[src/rtl/wishbone_bus_arbiter.sv]
// Two-master / one-slave Wishbone arbiter for the CPU data (m0) and
// instruction (m1) ports. A master keeps the bus for its whole cyc
// assertion. A watchdog ends slave accesses that never ack by returning err.
//
// state | meaning
// ------+-------------------------------------------------------------
// IDLE  | no owner; the slave sees no cyc/stb
// GNT0  | data master m0 owns the slave bus until m0_cyc_i falls
// GNT1  | instruction master m1 owns the slave bus until m1_cyc_i falls
module wishbone_bus_arbiter #(
    parameter int ARB_MODE       = 0,
    parameter int TIMEOUT_CYCLES = 255,
    parameter int TO_W           = 8
) (
    input  logic        clk,
    input  logic        rst,

    input  logic [31:0] m0_addr_i,
    input  logic [31:0] m0_data_i,
    input  logic [3:0]  m0_sel_i,
    input  logic        m0_we_i,
    input  logic        m0_stb_i,
    input  logic        m0_cyc_i,
    output logic [31:0] m0_data_o,
    output logic        m0_ack_o,
    output logic        m0_err_o,

    input  logic [31:0] m1_addr_i,
    input  logic [31:0] m1_data_i,
    input  logic [3:0]  m1_sel_i,
    input  logic        m1_we_i,
    input  logic        m1_stb_i,
    input  logic        m1_cyc_i,
    output logic [31:0] m1_data_o,
    output logic        m1_ack_o,
    output logic        m1_err_o,

    input  logic [31:0] s_data_i,
    input  logic        s_ack_i,
    output logic [31:0] s_addr_o,
    output logic [31:0] s_data_o,
    output logic [3:0]  s_sel_o,
    output logic        s_we_o,
    output logic        s_stb_o,
    output logic        s_cyc_o,

    output logic [1:0]  grant_o
);

    typedef enum logic [1:0] {
        IDLE = 2'd0,
        GNT0 = 2'd1,
        GNT1 = 2'd2
    } state_t;

    localparam logic            WD_EN    = (TIMEOUT_CYCLES != 0);
    localparam logic [TO_W-1:0] WD_LIMIT = TO_W'(TIMEOUT_CYCLES);
    localparam logic [TO_W-1:0] WD_ONE   = TO_W'(1);

    state_t          state_q;
    state_t          state_d;
    logic            last_grant_q;   // 1 = m1 was granted most recently
    logic [TO_W-1:0] wd_q;

    logic            own0;
    logic            own1;
    logic            owner_stb;
    logic            wd_hit;

    // Owner decode and watchdog terminal-count detect
    always_comb begin
        own0      = (state_q == GNT0);
        own1      = (state_q == GNT1);
        owner_stb = (own0 & m0_stb_i) | (own1 & m1_stb_i);
        wd_hit    = WD_EN & owner_stb & (wd_q == WD_LIMIT);
    end

    // Next-state: tie-break from IDLE, direct hand-over on release, no preemption
    always_comb begin
        state_d = state_q;
        case (state_q)
            IDLE: begin
                if (m0_cyc_i && m1_cyc_i) begin
                    if (ARB_MODE == 0) state_d = GNT0;
                    else               state_d = last_grant_q ? GNT0 : GNT1;
                end else if (m0_cyc_i) begin
                    state_d = GNT0;
                end else if (m1_cyc_i) begin
                    state_d = GNT1;
                end
            end
            GNT0: if (!m0_cyc_i) state_d = m1_cyc_i ? GNT1 : IDLE;
            GNT1: if (!m1_cyc_i) state_d = m0_cyc_i ? GNT0 : IDLE;
            default: state_d = IDLE;
        endcase
    end

    // State, registered grant, last-grant history and watchdog counter
    always_ff @(posedge clk) begin
        if (rst) begin
            state_q      <= IDLE;
            last_grant_q <= 1'b1;
            wd_q         <= '0;
            grant_o      <= 2'b00;
        end else begin
            state_q <= state_d;
            grant_o <= {state_d == GNT1, state_d == GNT0};
            if (state_d != state_q && state_d != IDLE)
                last_grant_q <= (state_d == GNT1);
            if (!WD_EN || state_d != state_q || !owner_stb || s_ack_i || wd_hit)
                wd_q <= '0;
            else
                wd_q <= wd_q + WD_ONE;
        end
    end

    // Bus steering. On the watchdog cycle stb is dropped unconditionally so
    // s_stb_o never depends on s_ack_i (slaves often derive ack from stb).
    always_comb begin
        s_addr_o  = '0;
        s_data_o  = '0;
        s_sel_o   = '0;
        s_we_o    = 1'b0;
        s_cyc_o   = 1'b0;
        s_stb_o   = 1'b0;
        m0_data_o = '0;
        m0_ack_o  = 1'b0;
        m0_err_o  = 1'b0;
        m1_data_o = '0;
        m1_ack_o  = 1'b0;
        m1_err_o  = 1'b0;
        if (own0) begin
            s_addr_o  = m0_addr_i;
            s_data_o  = m0_data_i;
            s_sel_o   = m0_sel_i;
            s_we_o    = m0_we_i;
            s_cyc_o   = m0_cyc_i;
            s_stb_o   = m0_stb_i & ~wd_hit;
            m0_data_o = s_data_i;
            m0_ack_o  = s_ack_i;
            m0_err_o  = wd_hit & ~s_ack_i;
        end else if (own1) begin
            s_addr_o  = m1_addr_i;
            s_data_o  = m1_data_i;
            s_sel_o   = m1_sel_i;
            s_we_o    = m1_we_i;
            s_cyc_o   = m1_cyc_i;
            s_stb_o   = m1_stb_i & ~wd_hit;
            m1_data_o = s_data_i;
            m1_ack_o  = s_ack_i;
            m1_err_o  = wd_hit & ~s_ack_i;
        end
    end

endmodule

[config.mk]
export PLATFORM = sky130hd
export DESIGN_NAME = wishbone_bus_arbiter
export DESIGN_NICKNAME = d
export VERILOG_FILES = /design/src/rtl/wishbone_bus_arbiter.sv
export SDC_FILE = /design/constraint.sdc
export NUM_CORES = 1
export LEC_CHECK = 0
export ABC_AREA = 1
export ABC_CLOCK_PERIOD_IN_PS = 2750
export CORE_AREA = 2 2 122 124
export DETAILED_ROUTE_END_ITERATION = 10
export DIE_AREA = 0 0 124 126
export MAX_ROUTING_LAYER = met4
export PLACE_DENSITY_LB_ADDON = 0.2
export SLEW_MARGIN = 20
export SYNTH_ARGS = -nofsm -noshare
export SYNTH_HDL_FRONTEND = slang
export SYNTH_SLANG_ARGS = --single-unit
[constraint.sdc]
create_clock -name clk -period 2.75 [get_ports clk]
set_input_delay 0.4125 -clock clk [delete_from_list [all_inputs] [get_ports clk]]
set_output_delay 0.4125 -clock clk [all_outputs]
set_load 0.02 [all_outputs]
# After elaboration in Yosys (flattened, before gate mapping)
# Cells that the tools add are included.
[totals]
reg_bits = 12
word_cells = 55
[op_classes]
n_addsub = 1
n_eq_ne = 6
muxes = 29
n_bitwise = 9
n_reduce_logical = 7
[op_table]
columns = ["cell", "count"]
rows = [
  ["$mux 32", 7],
  ["$mux 1", 13],
  ["$mux 2", 6],
  ["$add 8x1->8 const B", 1],
  ["$eq 8x8->1 const B", 1],
  ["$mux 4", 2],
  ["$and 1x1->1", 6],
  ["$pmux 2 s3", 1],
  ["$eq 2x1->1 const B", 2],
  ["$eq 2x2->1 const B", 2],
  ["$logic_or 1x1->1", 3],
  ["$logic_not 2->1", 1],
  ["$ne 2x2->1", 1],
  ["$not 1->1", 2],
  ["$reduce_or 2->1", 1],
  ["$logic_and 1x1->1", 1],
  ["$logic_not 1->1", 1],
  ["$or 1x1->1", 1],
]

# Logic depth before layout (Yosys ltp)
# Gate-level depths: netlist of the first run.
[logic_depth]
depth_word = 9
mapped_depth = 8
ltp_nobuf = 8

# Worst setup path after synthesis of the first run
# OpenSTA, ideal clock, no wires.
[synth_timing]
path_type = "reg-to-output"
startpoint = "register wd_q[0]"
endpoint = "output port m0_err_o"
t_arrival_ns = 1.254
setup_slack_ns = 1.084
stages_incl_launch_ff = 6
n_path_buf = 0
cell_sequence = "dfxtp_1 ha_1 nand2_1 nor2_1 nand2_1 nor3_1"
[synth_between]
elab_chain_len = 4
[synth_rtl]
columns = ["element", "line_no", "source"]
rows = [
  ["start: declaration", "63", "logic [TO_W-1:0] wd_q;"],
  ["start signal: assignment", "113", "wd_q <= wd_q + WD_ONE;"],
  ["$eq 8x8->1", "75", "wd_hit = WD_EN & owner_stb & (wd_q == WD_LIMIT);"],
  ["$and 1x1->1", "75", ""],
  ["$and 1x1->1", "141", "m0_err_o = wd_hit & ~s_ack_i;"],
  ["$mux 1", "132", "if (own0) begin"],
  ["end: declaration", "26", "output logic m0_err_o,"],
]
# Every way passes these cells.

# Worst setup path in the final report of the first run
[layout_timing]
startpoint = "register state_q[1]"
endpoint = "output port m0_err_o"
[layout_between]
elab_chain_len = 6
[layout_rtl]
columns = ["element", "line_no", "source"]
rows = [
  ["start: declaration", "60", "state_t state_q;"],
  ["start signal: assignment", "106", "state_q <= state_d;"],
  ["$eq 2x1->1 or $eq 2x2->1 (tied branches)", "72, 73", ""],
  ["$and 1x1->1", "74", "owner_stb = (own0 & m0_stb_i) | (own1 & m1_stb_i);"],
  ["$or 1x1->1", "74", ""],
  ["$and 1x1->1", "75", ""],
  ["$and 1x1->1", "141", ""],
  ["$mux 1 (*)", "132", ""],
]
# Every way passes the cells marked *; elsewhere a longest branch is shown, timed or not.

==> results by group, run 1 <==
Critical path
  – Crit path launch: state_q[1]$_SDFF_PP0_
  – Worst reg-to-reg path cell count: 7
  – Critical Path Fanout Max: 34
  – Capture point of the worst path: m0_err_o
  – Setup CP Type: flop to primary output
  – CP max stage cell: clkdlybuf4s50_1
  – Cells along the critical path: inv_2 > nand2_1 > buf_4 > nor3_1 > clkdlybuf4s50_1
  – Slowest cell delay on critical path: 0.63 ns
  – Worst r2r src: state_q[1]$_SDFF_PP0_
  – Arrival time at the worst endpoint: 2.00 ns
  – R2r setup slk: around 1.2 ns
  – Buffers plus inverters on the worst setup path: 3
  – Req. time, crit path: 2.34 ns
  – RR Endpoint: wd_q[0]$_SDFF_PP0_
  – Setup crit start kind: flop
  – WP depth: 5
  – CP endpoint kind: primary output
  – Family with the most delay on the worst path: buffers and inverters

Route
  – DR pass1 iterations: 6
  – Via Count: approximately 3,800
  – Detailed-route DRC error count: 0
  – Post-DRT Antenna Nets: 0
  – Via/cell ratio: ~4.2
  – DR iter-0 viols: around 150
  – Final wirelength: approximately 13 mm
  – Avg WL per Cell: about 14 µm

Synth
  – Mean Syn Cell Area: ~4.9 µm²
  – Mapped Area: 2070 µm²
  – Post-synthesis mux area share: 0
  – Sequential share of the synthesized area: 0.116
  – Syn nets: 597
  – Largest cells by area after synthesis: nand3_1 (35%), nand2_1 (17%), nor2_1 (14%)
  – Yosys cell types: 19
  – Cell accounting for the most synthesized area: nand3_1
  – Number of synthesized register bits: 12
  – XOR/XNOR Fraction of Synth Area: 0.0212
  – Compound-Gate Fraction of Synth Area: 0
  – Top-area cell type share of the netlist area: 0.348
  – Largest family of logic cells by synthesized area: simple AND/OR/NAND/NOR gates
  – Fraction of the mapped netlist area in adder cells: 0.00605
  – Post-synthesis cell count: roughly 420
  – Simple-gate share of the synthesized area: 0.699
  – Ys Warns: 0

Outcome
  – Status: complete, no violations

Final layout
  – Commonest non-fill, non-tap cell in the layout: clkdlybuf4s50_1
  – Finished Layout Cells: 897
  – Most frequent cells in the layout: clkdlybuf4s50_1 (317), nand3_1 (144), nand2_1 (91)
  – Nets@finish: around 890
  – Fillers: 1,533
  – Share of cells above drive strength 1: 0.0379
  – Footprint of the multi-input gates: 1500 µm²
  – ANT cells: 0
  – Syn-to-layout area delta: 165%
  – Register area: 243 µm²

Placed design
  – Routability cong.: roughly 0.87
  – Number of placed instances, taps included: 894
  – Pre-CTS setup slack: 0.404 ns
  – Post-DP HPWL: roughly 10 mm
  – Port bufs: approximately 320

STA
  – Max-slew violation count: 0
  – F_max: 415 MHz
  – Final setup fails: 0
  – Unrepaired setup endpoints after global routing: false
  – Final setup TNS: 0 ns
  – Slew margin rel.: 0.632
  – Period utilization: 0.877
  – Final Hold Viols: 0
  – Minimum clock period after layout: 2.41 ns
  – Worst-Margin Slew: 0.552 ns
  – Final WS setup: around 0.34 ns
  – Worst clock skew: 0.000789 ns

Die
  – IO Count: 318
  – Row cnt: 44
  – Initial Util: 0.145
  – Die W: 124 µm
  – Die footprint: around 16,000 µm²
  – Core region area: about 14,000 µm²
  – Die Span Y: 126 µm

Power
  – Power per cell area: 228 nW/µm²
  – Worst vdd ir: 0.169 mV
  – Leakage power: roughly 2.4 nW

Global route
  – Global Route Usage Sum: 0.148
  – Vias in the first global route: 3,541
  – Pin count of the biggest net entering global routing: 60
  – Initial antenna violation count: 0
  – First-pass GRT wire length: ~18 mm
  – Grt ovf: 0

Clock tree
  – Post-CTS Repair Setup Buffers: 0
  – # resized after CTS: 0
  – CTS tree: yes
  – H-tree levels: 1
  – Cts hold-fix bufs: 0
  – Max clock buf depth: 2
  – Sinks on Clock Net: 12
  – Clk_lat worst skew: 0.23 ns
  – Clock root cell: clkbuf_16
  – Clock slew at reported path FFs: around 0.040 ns
  – Cts bufs inserted: 3

Hold path
  – Min-delay worst type: flop to flop

Flow run
  – Max-cap violations: 0
-- power by group --
group          switching (mW)  internal [mW]  leakage (nW)
combinational           0.366          0.446          2.24
sequential            0.00295          0.178        0.0982
clock                  0.0686          0.189        0.0370
-- cell usage after synthesis (all sizes together) --
master  number
ha           1
and2         1
xnor2        3
xor2         2
nand2       91
nand3      145
dfxtp       12
nor2        84
buf         28
clkinv       1
nor3         2
inv         39
clkbuf       8
nor3b        2
-- per-layer routing --
layer,wire (µm),global-route usage,vias up
li1,-,-,1922
met1,4950,0.165,1670
met2,6390,0.275,198
met3,1110,0.0199,12
met4,191,0.0311,0
met5,0,-,-
-- state kept, by name (all words and copies together), names as in the netlist --
| register | count |
|---|---|
| grant_o | 2 |
| state_q | 2 |
| wd_q | 8 |
-- cell type report --
class / instances / area share
timing repair buffer: 327 / 0.598
multi-input combinational: 331 / 0.274
sequential: 12 / 0.0443
tap: 184 / 0.0420
inverter: 40 / 0.0277
clock buffer: 3 / 0.0137
-- kinds of logic after synthesis --
logic type	count (synthesis)
adder cells (fa/ha/maj)	1
buffers and inverters	76
XOR/XNOR	5
flip-flops	12
AND/OR/NAND/NOR	325
-- stage by stage --
| step | total power [mW] | utilization | hold WS (ns) | cell area (µm²) |
|---|---|---|---|---|
| floorplan | 0.496 | - | 0.428 | 2070 |
| CTS | 1.26 | 0.383 | 0.457 | 5480 |
| detailed placement | 0.998 | 0.377 | 0.446 | 5400 |
| finish | 1.25 | 0.383 | 0.455 | 5480 |
| global placement | 0.994 | 0.377 | 0.438 | 5400 |
| global route | 1.32 | 0.383 | 0.467 | 5480 |
-- worst min path at each step --
| stage | start | end | slack (ns) | cells after the start |
|---|---|---|---|---|
| 2_1_floorplan | wd_q[0]$_SDFF_PP0_ | wd_q[0]$_SDFF_PP0_ | 0.43 | 1 |
| 3_3_place_gp | wd_q[0]$_SDFF_PP0_ | wd_q[0]$_SDFF_PP0_ | 0.44 | 1 |
| 5_1_grt | wd_q[0]$_SDFF_PP0_ | wd_q[0]$_SDFF_PP0_ | 0.47 | 1 |
| 4_1_cts | wd_q[0]$_SDFF_PP0_ | wd_q[0]$_SDFF_PP0_ | 0.46 | 1 |
| 6_report | wd_q[0]$_SDFF_PP0_ | wd_q[0]$_SDFF_PP0_ | 0.46 | 1 |
| 3_5_place_dp | wd_q[0]$_SDFF_PP0_ | wd_q[0]$_SDFF_PP0_ | 0.45 | 1 |
Note: power is estimated with default switching activity, not from simulation.
==> run 2: changes to the inputs <==
--- a/config.mk
+++ b/config.mk
@@ -7,9 +7,9 @@
 export LEC_CHECK = 0
-export ABC_AREA = 1
 export ABC_CLOCK_PERIOD_IN_PS = 2750
-export CORE_AREA = 2 2 122 124
+export CORE_AREA = 2 2 123 125
 export DETAILED_ROUTE_END_ITERATION = 10
-export DIE_AREA = 0 0 124 126
+export DIE_AREA = 0 0 125 127
 export MAX_ROUTING_LAYER = met4
 export PLACE_DENSITY_LB_ADDON = 0.2
+export SKIP_CTS_REPAIR_TIMING = 1
 export SLEW_MARGIN = 20
==> constraint.sdc (replaced) <==
create_clock -name clk -period 2.75 [get_ports clk]
set_input_delay 0.275 -clock clk [delete_from_list [all_inputs] [get_ports clk]]
set_output_delay 0.275 -clock clk [all_outputs]
set_load 0.02 [all_outputs]
==> run 2 against run 1 <==
  * Fmax increased by 0.87%
  * Non-clock buffer count decreased by 6
  * Hold slack improved by 0.039 ns
  * Sequential share of layout area increased by 0.26 points
  * Cell count decreased by 22%
  * Critical path depth decreased by 1
  * Clock power increased by 13%
  * First-iteration DRC count decreased by 54%
  * Critical endpoint is now s_sel_o[1]
==> results by group, run 2 <==
STA
  – Max-slew violation count: 0 (unchanged)
  – F_max: 418 MHz (+0.87%)
  – Final WS setup: 0.359 ns (+0.0208 ns)
  – Final Hold Viols: 0 (unchanged)
  – Final setup fails: 0 (unchanged)
  – Final setup TNS: 0 ns (unchanged)
  – Unrepaired setup endpoints after global routing: false
  – Worst clock skew: 0.000954 ns (+0.000165 ns)
  – Worst-Margin Slew: 0.361 ns (-0.191 ns)
  – Slew margin rel.: 0.759 (+0.127)
  – Minimum clock period after layout: 2.39 ns (-0.0208 ns)
  – Period utilization: 0.870 (-0.00755)

Critical path
  – CP endpoint kind: primary output
  – Setup crit start kind: flop
  – Buffers plus inverters on the worst setup path: 2 (-1)
  – Slowest cell delay on critical path: 0.62 ns (about the same)
  – Setup CP Type: flop to primary output
  – Req. time, crit path: 2.48 ns (+0.14 ns)
  – Critical Path Fanout Max: 60 (+76%)
  – CP max stage cell: clkdlybuf4s50_1
  – Family with the most delay on the worst path: buffers and inverters
  – Arrival time at the worst endpoint: 2.12 ns (+0.12 ns)
  – Cells along the critical path: nor2b_4 > buf_12 > a22o_1 > clkdlybuf4s50_1

Synth
  – Yosys cell types: 26 (+7)
  – Main synth FF type: dfxtp_1
  – Top cells by count, synth: a22o_1 (69), and2_1 (66), clkbuf_1 (17), dfxtp_1 (12)
  – Top-area cell type share of the netlist area: 0.367 (+0.0188)
  – Mapped Area: 1650 µm² (-20%)
  – Mean Syn Cell Area: 7.55 µm² (+53%)
  – Number of synthesized register bits: 12 (unchanged)
  – Largest cells by area after synthesis: a22o_1 (37%), and2_1 (25%), dfxtp_1 (15%)
  – Async S/R FF share, synth: 0 (unchanged)
  – Sequential share of the synthesized area: 0.146 (+0.0298)
  – Ys Warns: 0 (unchanged)
  – Top-count cell post-synth: a22o_1
  – Cell accounting for the most synthesized area: a22o_1
  – Post-synth EDFFs: 0 (unchanged)
  – Syn nets: 396 (-34%)
  – Post-synthesis cell count: 218 (-48%)

Placed design
  – Port bufs: 317 (unchanged)
  – Routability cong.: 0.887 (+2.4%)
  – Post-DP HPWL: 9.53 mm (-5.2%)
  – Pre-CTS setup slack: 0.615 ns (+0.211 ns)

Die
  – Die footprint: 15,900 µm² (+1.6%)
  – Die W: 125 µm (+0.81%)
  – Die Span Y: 127 µm (+0.79%)
  – Core region area: 14,400 µm² (+0.77%)
  – Row cnt: 44 (unchanged)
  – Initial Util: 0.114 (-0.0304)
  – IO Count: 318 (unchanged)

Flow run
  – Max-cap violations: 0 (unchanged)

Route
  – Post-DRT Antenna Nets: 0 (unchanged)
  – Via/cell ratio: 4.19 (-1.1%)
  – Via Count: 2,947 (-22%)
  – DR iter-0 viols: 71 (-54%)
  – Avg WL per Cell: 16.5 µm (+17%)
  – DR pass1 iterations: 4 (-2)
  – Detailed-route DRC error count: 0 (unchanged)
  – Final wirelength: 11.6 mm (-8.2%)

Clock tree
  – Clock root cell: clkbuf_16
  – CTS tree: yes
  – Cts bufs inserted: 3 (unchanged)
  – H-tree levels: 1 (unchanged)
  – Clk_lat worst skew: 0.24 ns (about the same)
  – Clock slew at reported path FFs: 0.04 ns (about the same)
  – Max clock buf depth: 2 (unchanged)
  – Sinks on Clock Net: 12 (unchanged)

Final layout
  – Top flop regs: wd_q: 8 flops, grant_o: 2 flops, state_q: 2 flops
  – Nets@finish: 698 (-22%)
  – ANT cells: 0 (unchanged)
  – Share of cells above drive strength 1: 0.0231 (-0.0147)
  – Most frequent cells in the layout: clkdlybuf4s50_1 (317), a22o_1 (69), and2_1 (66)
  – Syn-to-layout area delta: 211%
  – Reg with most FFs: wd_q
  – Commonest non-fill, non-tap cell in the layout: clkdlybuf4s50_1
  – Max FFs per register: 8 (unchanged)

Power
  – Leakage power: 1.87 nW (-21%)
  – Total design power: 1.23 mW (-1.8%)
  – Worst vdd ir: 0.224 mV (+32%)
  – Power per cell area: 240 nW/µm² (+5.0%)

Global route
  – Pin count of the biggest net entering global routing: 76 (+27%)
  – First-pass GRT wire length: 17.1 mm (-4.7%)
  – Grt ovf: 0 (unchanged)
  – Initial antenna violation count: 0 (unchanged)
  – Vias in the first global route: 3,071 (-13%)
  – Global Route Usage Sum: 0.138 (-0.00927)

Hold path
  – Min-delay worst type: flop to flop

Outcome
  – Status: complete, no violations
-- run 2: changes by cell type after synthesis, sizes merged, moves of 2 or more --
| cell | delta |
|---|---|
| nand3 | -142 |
| nand2 | -82 |
| nor2 | -75 |
| a22o | +69 |
| and2 | +65 |
| inv | -39 |
| buf | -21 |
| clkbuf | +9 |
| nor4 | +3 |
| and3b | +2 |
| nor2b | +2 |
-- run 2: path summary, 6_finish.rpt --
check,startpoint,endpoint,slack (ns),cells past startpoint
worst max-delay path,state_q[1]$_SDFF_PP0_,s_sel_o[1],0.36,4
worst min-delay path,wd_q[0]$_SDFF_PP0_,wd_q[0]$_SDFF_PP0_,0.49,1
worst max register to register,state_q[0]$_SDFF_PP0_,wd_q[7]$_SDFF_PP0_,0.81,5
worst min register to register,wd_q[0]$_SDFF_PP0_,wd_q[0]$_SDFF_PP0_,0.49,1
-- run 2: worst register-to-register path, cell delays in order, from the launching register on --
cell      delay (ns)
dfxtp_1         0.41
nor2b_4         0.21
buf_12          0.25
a22oi_1         0.19
a2111o_1        0.56
a311oi_2        0.23
-- run 2: final cells by class --
type | instances | area (µm²)
Clock buffer | 4 | 88.8
Fill cell | 1483 | 9300
Multi-Input combinational cell | 182 | 1320
Sequential cell | 12 | 240
Tap cell | 184 | 230
Timing Repair Buffer | 321 | 3240
-- run 2: per-layer routing --
layer  GRT usage  vias to the layer above  routed length, µm
li1            -                     1416                  -
met1       0.160                     1345               4760
met2       0.255                      182               5870
met3      0.0343                        4                942
met4     0.00784                        0                 26
met5           -                        -                  0
-- run 2: stage by stage --
| stage | hold slack [ns] | utilization | instances | instance area [µm²] |
|---|---|---|---|---|
| floorplan | 0.351 | - | 218 | 1650 |
| global placement | 0.472 | 0.349 | 699 | 5030 |
| detailed placement | 0.488 | 0.349 | 699 | 5030 |
| CTS | 0.494 | 0.355 | 703 | 5120 |
| global route | 0.533 | 0.355 | 703 | 5120 |
| finish | 0.494 | 0.355 | 703 | 5120 |
-- run 2: cell families after synthesis --
logic type / Yosys count / share of synthesized area
XOR/XNOR: 5 / 0.0266
AO/OA/AOI/OAI: 75 / 0.399
buffers and inverters: 24 / 0.0593
AND/OR/NAND/NOR: 101 / 0.362
adder cells (fa/ha/maj): 1 / 0.00760
flip-flops: 12 / 0.146
-- run 2: power by group --
part	leakage, nW	switching, mW	internal [mW]
Clock	0.0442	0.0710	0.219
Sequential	0.0975	0.00297	0.178
Combinational	1.73	0.298	0.459
Total	1.87	0.372	0.856
